[src/rtl/rf_arb_pkg.sv]
// Shared constants and types for the register-file write arbiter.
// The DM bundle keeps slot 0 in its most significant field.
package rf_arb_pkg;

   localparam int AW       = 4;
   localparam int DW       = 16;
   localparam int DM_SLOTS = 5;

   localparam logic [1:0] ST_IDLE = 2'd0;
   localparam logic [1:0] ST_DM0  = 2'd1;
   localparam logic [1:0] ST_DM1  = 2'd2;

   // Slot-to-port map: phase 0 fills M/A/S, phase 1 fills M/A.
   localparam int PH0_SLOT_M = 0;
   localparam int PH0_SLOT_A = 1;
   localparam int PH0_SLOT_S = 2;
   localparam int PH1_SLOT_M = 3;
   localparam int PH1_SLOT_A = 4;

   typedef struct packed {
      logic          wen;
      logic [AW-1:0] addr;
      logic [DW-1:0] data;
   } wr_port_t;

   function automatic logic [AW-1:0] slot_addr(input logic [DM_SLOTS*AW-1:0] bundle,
                                                input int slot);
      return bundle[(DM_SLOTS-1-slot)*AW +: AW];
   endfunction

   function automatic logic [DW-1:0] slot_data(input logic [DM_SLOTS*DW-1:0] bundle,
                                                input int slot);
      return bundle[(DM_SLOTS-1-slot)*DW +: DW];
   endfunction

endpackage

[src/rtl/rf_dup_mask.sv]
// Keep-mask for a DM bundle: a slot is dropped when any later slot targets
// the same register, so the last writer of an address wins.
module rf_dup_mask
   import rf_arb_pkg::*;
(
   input  logic [DM_SLOTS*AW-1:0] slot_addrs,
   output logic [DM_SLOTS-1:0]    keep
);

   always_comb begin
      // NOTE: every variable assigned in a combinational block gets a default
      // first, so no path through the block can leave a latch behind.
      keep = '1;
      for (int i = 0; i < DM_SLOTS; i++) begin
         for (int j = i + 1; j < DM_SLOTS; j++) begin
            if (slot_addr(slot_addrs, i) == slot_addr(slot_addrs, j)) keep[i] = 1'b0;
         end
      end
   end

endmodule

[src/rtl/rf_write_arbiter.sv]
// Sequences unit (M/A/S) and DM bundle writes onto the three RF write ports,
// never letting two ports hit the same register in one cycle.
module rf_write_arbiter
   import rf_arb_pkg::*;
(
   input  logic                   clk,
   input  logic                   rst,
   input  logic                   req_M_valid,
   input  logic [AW-1:0]          req_M_addr,
   input  logic [DW-1:0]          req_M_data,
   output logic                   req_M_ready,
   input  logic                   req_A_valid,
   input  logic [AW-1:0]          req_A_addr,
   input  logic [DW-1:0]          req_A_data,
   output logic                   req_A_ready,
   input  logic                   req_S_valid,
   input  logic [AW-1:0]          req_S_addr,
   input  logic [DW-1:0]          req_S_data,
   output logic                   req_S_ready,
   input  logic                   dm_valid,
   input  logic [DM_SLOTS*AW-1:0] dm_addr,
   input  logic [DM_SLOTS*DW-1:0] dm_data,
   output logic                   dm_ready,
   output logic                   wen_w_M,
   output logic [AW-1:0]          addr_w_M,
   output logic [DW-1:0]          data_w_M,
   output logic                   wen_w_A,
   output logic [AW-1:0]          addr_w_A,
   output logic [DW-1:0]          data_w_A,
   output logic                   wen_w_S,
   output logic [AW-1:0]          addr_w_S,
   output logic [DW-1:0]          data_w_S,
   output logic                   busy
);

   logic [1:0]          state, state_n;
   logic                dm_turn, dm_turn_n;
   wr_port_t            port_m, port_a, port_s;
   wr_port_t            port_m_n, port_a_n, port_s_n;
   logic [DM_SLOTS-1:0] keep;
   logic                any_valid, dm_grant, unit_phase;
   logic                acc_m, acc_a, acc_s;

   rf_dup_mask u_dup_mask (
      .slot_addrs (dm_addr),
      .keep       (keep)
   );

   // DM wins when it holds the turn or when no unit is asking at all.
   assign any_valid  = req_M_valid | req_A_valid | req_S_valid;
   assign dm_grant   = (state == ST_IDLE) && dm_valid && (dm_turn || !any_valid);
   assign unit_phase = (state == ST_IDLE) && !dm_grant;

   // Conflicts look at valid only, so a stalled higher-priority request still blocks.
   assign req_S_ready = unit_phase;
   assign req_A_ready = unit_phase && !(req_S_valid && (req_S_addr == req_A_addr));
   assign req_M_ready = unit_phase && !(req_S_valid && (req_S_addr == req_M_addr))
                                   && !(req_A_valid && (req_A_addr == req_M_addr));

   assign acc_m = req_M_valid && req_M_ready;
   assign acc_a = req_A_valid && req_A_ready;
   assign acc_s = req_S_valid && req_S_ready;

   always_comb begin
      state_n      = state;
      dm_turn_n    = dm_turn;
      port_m_n     = port_m;
      port_a_n     = port_a;
      port_s_n     = port_s;
      port_m_n.wen = 1'b0;
      port_a_n.wen = 1'b0;
      port_s_n.wen = 1'b0;
      case (state)
         ST_IDLE: begin
            if (dm_grant) state_n = ST_DM0;
            if (acc_m) port_m_n = '{1'b1, req_M_addr, req_M_data};
            if (acc_a) port_a_n = '{1'b1, req_A_addr, req_A_data};
            if (acc_s) port_s_n = '{1'b1, req_S_addr, req_S_data};
            if (acc_m || acc_a || acc_s) dm_turn_n = 1'b1;
         end
         ST_DM0: begin
            port_m_n = '{keep[PH0_SLOT_M], slot_addr(dm_addr, PH0_SLOT_M), slot_data(dm_data, PH0_SLOT_M)};
            port_a_n = '{keep[PH0_SLOT_A], slot_addr(dm_addr, PH0_SLOT_A), slot_data(dm_data, PH0_SLOT_A)};
            port_s_n = '{keep[PH0_SLOT_S], slot_addr(dm_addr, PH0_SLOT_S), slot_data(dm_data, PH0_SLOT_S)};
            state_n  = ST_DM1;
         end
         ST_DM1: begin
            port_m_n  = '{keep[PH1_SLOT_M], slot_addr(dm_addr, PH1_SLOT_M), slot_data(dm_data, PH1_SLOT_M)};
            port_a_n  = '{keep[PH1_SLOT_A], slot_addr(dm_addr, PH1_SLOT_A), slot_data(dm_data, PH1_SLOT_A)};
            dm_turn_n = 1'b0;
            state_n   = ST_IDLE;
         end
         default: state_n = ST_IDLE;
      endcase
   end

   always_ff @(posedge clk) begin
      // NOTE: sequential state uses non-blocking assignments so every register
      // samples its inputs from before the edge, independent of statement order.
      if (rst) begin
         state   <= ST_IDLE;
         dm_turn <= 1'b1;
         port_m  <= '0;
         port_a  <= '0;
         port_s  <= '0;
      end else begin
         state   <= state_n;
         dm_turn <= dm_turn_n;
         port_m  <= port_m_n;
         port_a  <= port_a_n;
         port_s  <= port_s_n;
      end
   end

   assign wen_w_M  = port_m.wen;
   assign addr_w_M = port_m.addr;
   assign data_w_M = port_m.data;
   assign wen_w_A  = port_a.wen;
   assign addr_w_A = port_a.addr;
   assign data_w_A = port_a.data;
   assign wen_w_S  = port_s.wen;
   assign addr_w_S = port_s.addr;
   assign data_w_S = port_s.data;

   // A reset landing in DM1 aborts the bundle, so completion is masked by rst.
   assign dm_ready = (state == ST_DM1) && !rst;
   assign busy     = (state != ST_IDLE);

endmodule

[config.mk]
export PLATFORM = sky130hd
export DESIGN_NAME = rf_write_arbiter
export DESIGN_NICKNAME = d
export VERILOG_FILES = /design/src/rtl/rf_arb_pkg.sv /design/src/rtl/rf_dup_mask.sv /design/src/rtl/rf_write_arbiter.sv
export SDC_FILE = /design/constraint.sdc
export NUM_CORES = 1
export LEC_CHECK = 0
export BUFFER_PORTS_ARGS = -buffer_cell sky130_fd_sc_hd__clkbuf_2
export CAP_MARGIN = 25
export CORE_UTILIZATION = 30
export CTS_BUF_LIST = sky130_fd_sc_hd__clkbuf_16
export DETAILED_ROUTE_END_ITERATION = 10
export PLACE_DENSITY = 0.67
export SYNTH_ARGS = -nofsm -noshare
export SYNTH_HDL_FRONTEND = slang
export SYNTH_SLANG_ARGS = --single-unit
[constraint.sdc]
create_clock -name clk -period 4.2 [get_ports clk]
set_input_delay 0.63 -clock clk [delete_from_list [all_inputs] [get_ports clk]]
set_output_delay 0.63 -clock clk [all_outputs]
set_load 0.1 [all_outputs]
; ---- After elaboration in Yosys (flattened, before gate mapping)
; Cells that the tools add are included.
; W data, S select, Z words.
[word_totals]
ff_bits = 66
word_cells = 84
[op_classes]
eq_ne = 20
mux = 20
n_bitwise = 2
reduce_logical = 31
[op_table]
columns = op, n
row1 = $pmux W21 S3, 2
row2 = $mux W21, 3
row3 = $eq A4 B4 Y1, 13
row4 = $pmux W21 S2, 1
row5 = $logic_and A1 B1 Y1, 13
row6 = $mux W1, 11
row7 = $ne A2 B2 Y1 const B, 4
row8 = $reduce_and A2 Y1, 4
row9 = $logic_not A1 Y1, 6
row10 = $reduce_bool A2 Y1, 3
row11 = $pmux W2 S2, 1
row12 = $logic_or A1 B1 Y1, 3
row13 = $reduce_bool A3 Y1, 1
row14 = $eq A2 B1 Y1 const B, 1
row15 = $eq A2 B2 Y1 const B, 1
row16 = $logic_not A2 Y1, 1
row17 = $mux W2, 1
row18 = $ne A2 B1 Y1 const B, 1
row19 = $or A1 B1 Y1, 2
row20 = $pmux W1 S2, 1

; ---- Logic depth before layout (Yosys ltp)
[logic_depth]
depth_word = 14
depth_mapped = 6

; ---- Hierarchy
; From an unflattened synthesis, not the netlist that was laid out.
[unflattened]
cells_unflattened = 423
hier_area_um2 = 3863.7
[by_module_without_submodules]
columns = mod, instances, cells_per_inst, area_per_inst_um2, seq_area_each_um2
row1 = rf_write_arbiter, 1, 369, 3425.8, 1321.3
row2 = rf_dup_mask, 1, 54, 437.9, 0.0

; ---- Worst setup path before layout
; OpenSTA, ideal clock, no wires.
[synth_timing]
path_type = in2out
from = input req_A_addr[0]
to = output req_M_ready
arrival_time_ps = 3151
t_required_ps = 3570
slack_ps = 419
stages = 4
n_path_buf = 1
cell_sequence = xor2_1 > nor4_4 > buf_6 > nor3_1
[synth_between]
elab_chain_len = 4
[synth_rtl]
columns = item, line
row1 = from (decl), rf_write_arbiter.sv:13  ; input logic [AW-1:0] req_A_addr,
row2 = $eq A4 B4 Y1, rf_write_arbiter.sv:58  ; && !(req_A_valid && (req_A_addr == req_M_addr));
row3 = $logic_and A1 B1 Y1, rf_write_arbiter.sv:58
row4 = $logic_not A1 Y1, rf_write_arbiter.sv:58
row5 = $logic_and A1 B1 Y1, rf_write_arbiter.sv:58
row6 = to (decl), rf_write_arbiter.sv:11  ; output logic req_M_ready,
; No other way between the ends.

; ---- Worst setup path after layout
[layout_timing]
from = register state[0]
to = output req_M_ready
[layout_between]
elab_chain_len = 7
[layout_rtl]
columns = item, line
row1 = from (decl), rf_write_arbiter.sv:36  ; logic [1:0] state, state_n;
row2 = from (signal assigned), rf_write_arbiter.sv:107  ; state <= state_n;
row3 = $logic_not A2 Y1 (*), "rf_write_arbiter.sv:51, rf_write_arbiter.sv:52"
row4 = $logic_and A1 B1 Y1 (2 in series), rf_write_arbiter.sv:51  ; assign dm_grant = (state == ST_IDLE) && dm_valid && (dm_turn || !any_valid);
row5 = $logic_not A1 Y1, rf_write_arbiter.sv:52  ; assign unit_phase = (state == ST_IDLE) && !dm_grant;
row6 = $logic_and A1 B1 Y1 (*), rf_write_arbiter.sv:52
row7 = $logic_and A1 B1 Y1 (*), rf_write_arbiter.sv:57  ; assign req_M_ready = unit_phase && !(req_S_valid && (req_S_addr == req_M_addr))
row8 = $logic_and A1 B1 Y1 (*), rf_write_arbiter.sv:58
; Every way passes the cells marked *; elsewhere a longest branch is shown, timed or not.

==> results by group <==
Yosys
  – Syn nets: 640
  – Most used DFF post-synth: dfxtp_1
  – Top cell type's share of synthesized area: 0.3401
  – Post-synth EDFFs: 0
  – Post-Syn Area: just under 4000 µm²
  – Post-synthesis cell type count: 40
  – Yosys warnings: 0
  – Cell count after synthesis: 474
  – Area contributors post-synth: dfxtp_1 (34%), xnor2_1 (9.0%), a22oi_1 (6.0%)
  – Synth Area per Inst: 8.196 µm²
  – Largest area contributor in the netlist: dfxtp_1
  – FFs w/ async S/R, synth: 0
  – Post-synthesis sequential area ratio: 0.3401
  – #FFs+latches synth: 66

Finish
  – Fin util: 0.4276
  – Nets: 833
  – Layout overhead on the synthesized area: 38.91%
  – Fill cell count: between 1000 and 1500
  – Layout cells sized above 1: 0.4039
  – Layout Cells excl Fill: 843
  – # diodes: 0

STA
  – Worst Skew: 0.006577 ns
  – Crit path time final: 2.953 ns
  – Final hold slack: 0.4521 ns
  – Slew headroom: 0.3166
  – Worst-margin pin slew: 1.023 ns
  – RSZ-0062 raised after global routing: false
  – Max Slew Vio Count: 0
  – Fmax: ~340 MHz
  – Hold Vio Cnt, Final: 0
  – Setup_tns: 0 ns
  – Final period util: 0.7031
  – Setup Viol. Count Final: 0

Floorplanning
  – Starting density of the core: 0.3079
  – Die height: about 120 µm
  – Die Wd: 115.8 µm
  – Io pins: between 200 and 250
  – Placeable Area: 12620 µm²
  – Die ar.: 13410 µm²
  – Cell Rows: 41

Route
  – Routed wire length: 13470 µm
  – Vias per cell: roughly 5.1
  – 1st-iter DRT viols: 304
  – Wire per inst: 15.98 µm
  – Antenna Violating Nets Remaining: 0
  – Vias: 4295
  – Drt first pass iters: 4
  – Remaining DRCs: 0

Hold path
  – Type of the worst min-delay path: reg -> reg

Global route
  – Gr ovfl total: 0
  – First-pass GRT wire length: about 21000 µm
  – Initial antenna violation count: 0
  – Number of global-route vias before repair: 4010
  – Overall Global Routing Usage: 0.2007
  – Largest net degree at the start of global routing: 60

CTS
  – Num CTS Buffers: 9
  – Skew-Pair Late Insertion Delay: around 0.33 ns
  – # clock sinks: 66
  – Htree depth: 3
  – Clock Path Buffers: 2
  – Postcts setup bufs: 0
  – TritonCTS clock tree: built
  – Post_cts resized: 0
  – Hold-fix buffers, CTS: 0
  – Clock transition at the registers of the reported paths: ~0.050 ns
  – CTS root buf: clkbuf_16

Placement
  – DP HPWL: 9952 µm
  – Routability cong.: about 0.9
  – Dpl cells: a little over 800
  – Buffers on Ports: 233

Worst setup path
  – Reg2Reg Capture Point: data_w_S[2]
  – FF-to-FF Start: state[0]
  – WP data arrival: 2.32 ns
  – Setup crit end kind: output pin
  – Crit path launch: state[0]
  – Worst path depth: 4
  – Worst setup endpoint: req_M_ready
  – Crit-path max FO: 27
  – Buf+Inv Stages, Crit Path: 1
  – R2r setup slk: between 1.5 and 2 ns
  – CP cell instances: nor2_1 > nand2_1 > nor3_1 > clkbuf_2
  – CP max stage cell: dfxtp_1
  – Reg2Reg Depth: 6
  – CP required: 3.57 ns
  – CP top delay family: simple AND/OR/NAND/NOR gates
  – Max incr delay on CP: 0.62 ns
  – Startpoint types: flip-flop
  – Setup CP Type: reg -> out

Status
  – Status: complete, no violations

Job
  – Max-Cap Viols: 0

Power
  – P per Cell Area: 455.5 nW/µm²
  – Max rail drop VDD: 0.0002276 V
  – Leak Pwr: about 2.3 nW
-- worst min-delay path, delay by kind of cell (launching register included) --
family	cells	cell delay [ns]
flops	1	0.30
simple gates	1	0.05
compound gates	1	0.05
-- kinds of logic after synthesis --
| kind of cell | Yosys count | share of synthesized area |
|---|---|---|
| buffers and inverters | 75 | 0.08116 |
| AO/OA/AOI/OAI | 166 | 0.2992 |
| flip-flops | 66 | 0.3401 |
| AND/OR/NAND/NOR | 115 | 0.1623 |
| XOR/XNOR | 52 | 0.1172 |
-- synthesized netlist by cell type, drive strengths merged, types with 7 or more instances --
cell type	number
xor2	12
nand4	7
a21oi	41
clkbuf	48
nand2	44
xnor2	40
dfxtp	66
inv	14
o32a	20
nor2	16
nand2b	13
o21ai	21
a22oi	31
o221a	9
o21a	11
nor4b	20
buf	13
o22ai	20
-- final cells by class --
cell class | instances | area [µm²] | area share
clock buffers | 9 | 225.2 | 0.04173
well taps | 172 | 215.2 | 0.03988
repair buffers | 243 | 1241 | 0.2300
inverters | 14 | 52.55 | 0.009738
clock inverters | 6 | 82.58 | 0.01530
multi-input cells | 333 | 2258 | 0.4185
flip-flops and latches | 66 | 1321 | 0.2448
-- worst min path at each step --
stage | from | end | slack (ns) | depth (start not counted)
floorplan | dm_turn | dm_turn | 0.50 | 1
global placement | data_w_S[13] | data_w_S[13] | 0.44 | 2
detailed placement | data_w_S[14] | data_w_S[14] | 0.45 | 2
CTS | data_w_S[14] | data_w_S[14] | 0.46 | 2
global route | data_w_S[15] | data_w_S[15] | 0.47 | 2
finish | addr_w_S[1] | addr_w_S[1] | 0.45 | 2
-- cell usage in the layout, fill, tap and decap left out, types with 20 or more instances in the layout --
cell      netlist  layout
o21ai_0        21      21
nor4b_1        20      20
o32a_1         20      20
o22ai_1        20      20
a22oi_1        31      31
clkbuf_2        0     233
xnor2_1        40      40
dfxtp_1        66      66
nand2_1        44      44
a21oi_1        41      41
-- registers in the layout, indices dropped and copies added, names as in the netlist, 2 cells and up --
name	count
addr_w_S	4
data_w_S	16
addr_w_A	4
data_w_A	16
state	2
data_w_M	16
addr_w_M	4
-- where the power goes --
| part | switching (mW) | total, mW | internal [mW] | leakage (nW) |
|---|---|---|---|---|
| combinational | 0.716 | 0.938 | 0.222 | 1.64 |
| sequential | 0.0405 | 0.734 | 0.693 | 0.544 |
| clock | 0.274 | 0.786 | 0.513 | 0.153 |
-- per-layer routing --
layer,vias up,share of wire,GRT usage
met5,-,0,0
met4,0,0.014,0.07179
met3,10,0.079,0.04864
met2,193,0.49,0.3508
met1,1983,0.42,0.2384
li1,2109,-,-
-- through the flow --
stage | total power [mW] | instance area (µm²) | setup slack (ns)
final | 2.458 | 5396 | 1.247
after CTS | 2.492 | 5396 | 1.261
after global routing | 2.566 | 5396 | 0.9775
after global placement | 1.684 | 5089 | 1.523
after detailed placement | 1.687 | 5089 | 1.514
after floorplan | 1.480 | 3885 | 0.4192
No activity file was read; power rests on OpenSTA's default activity.
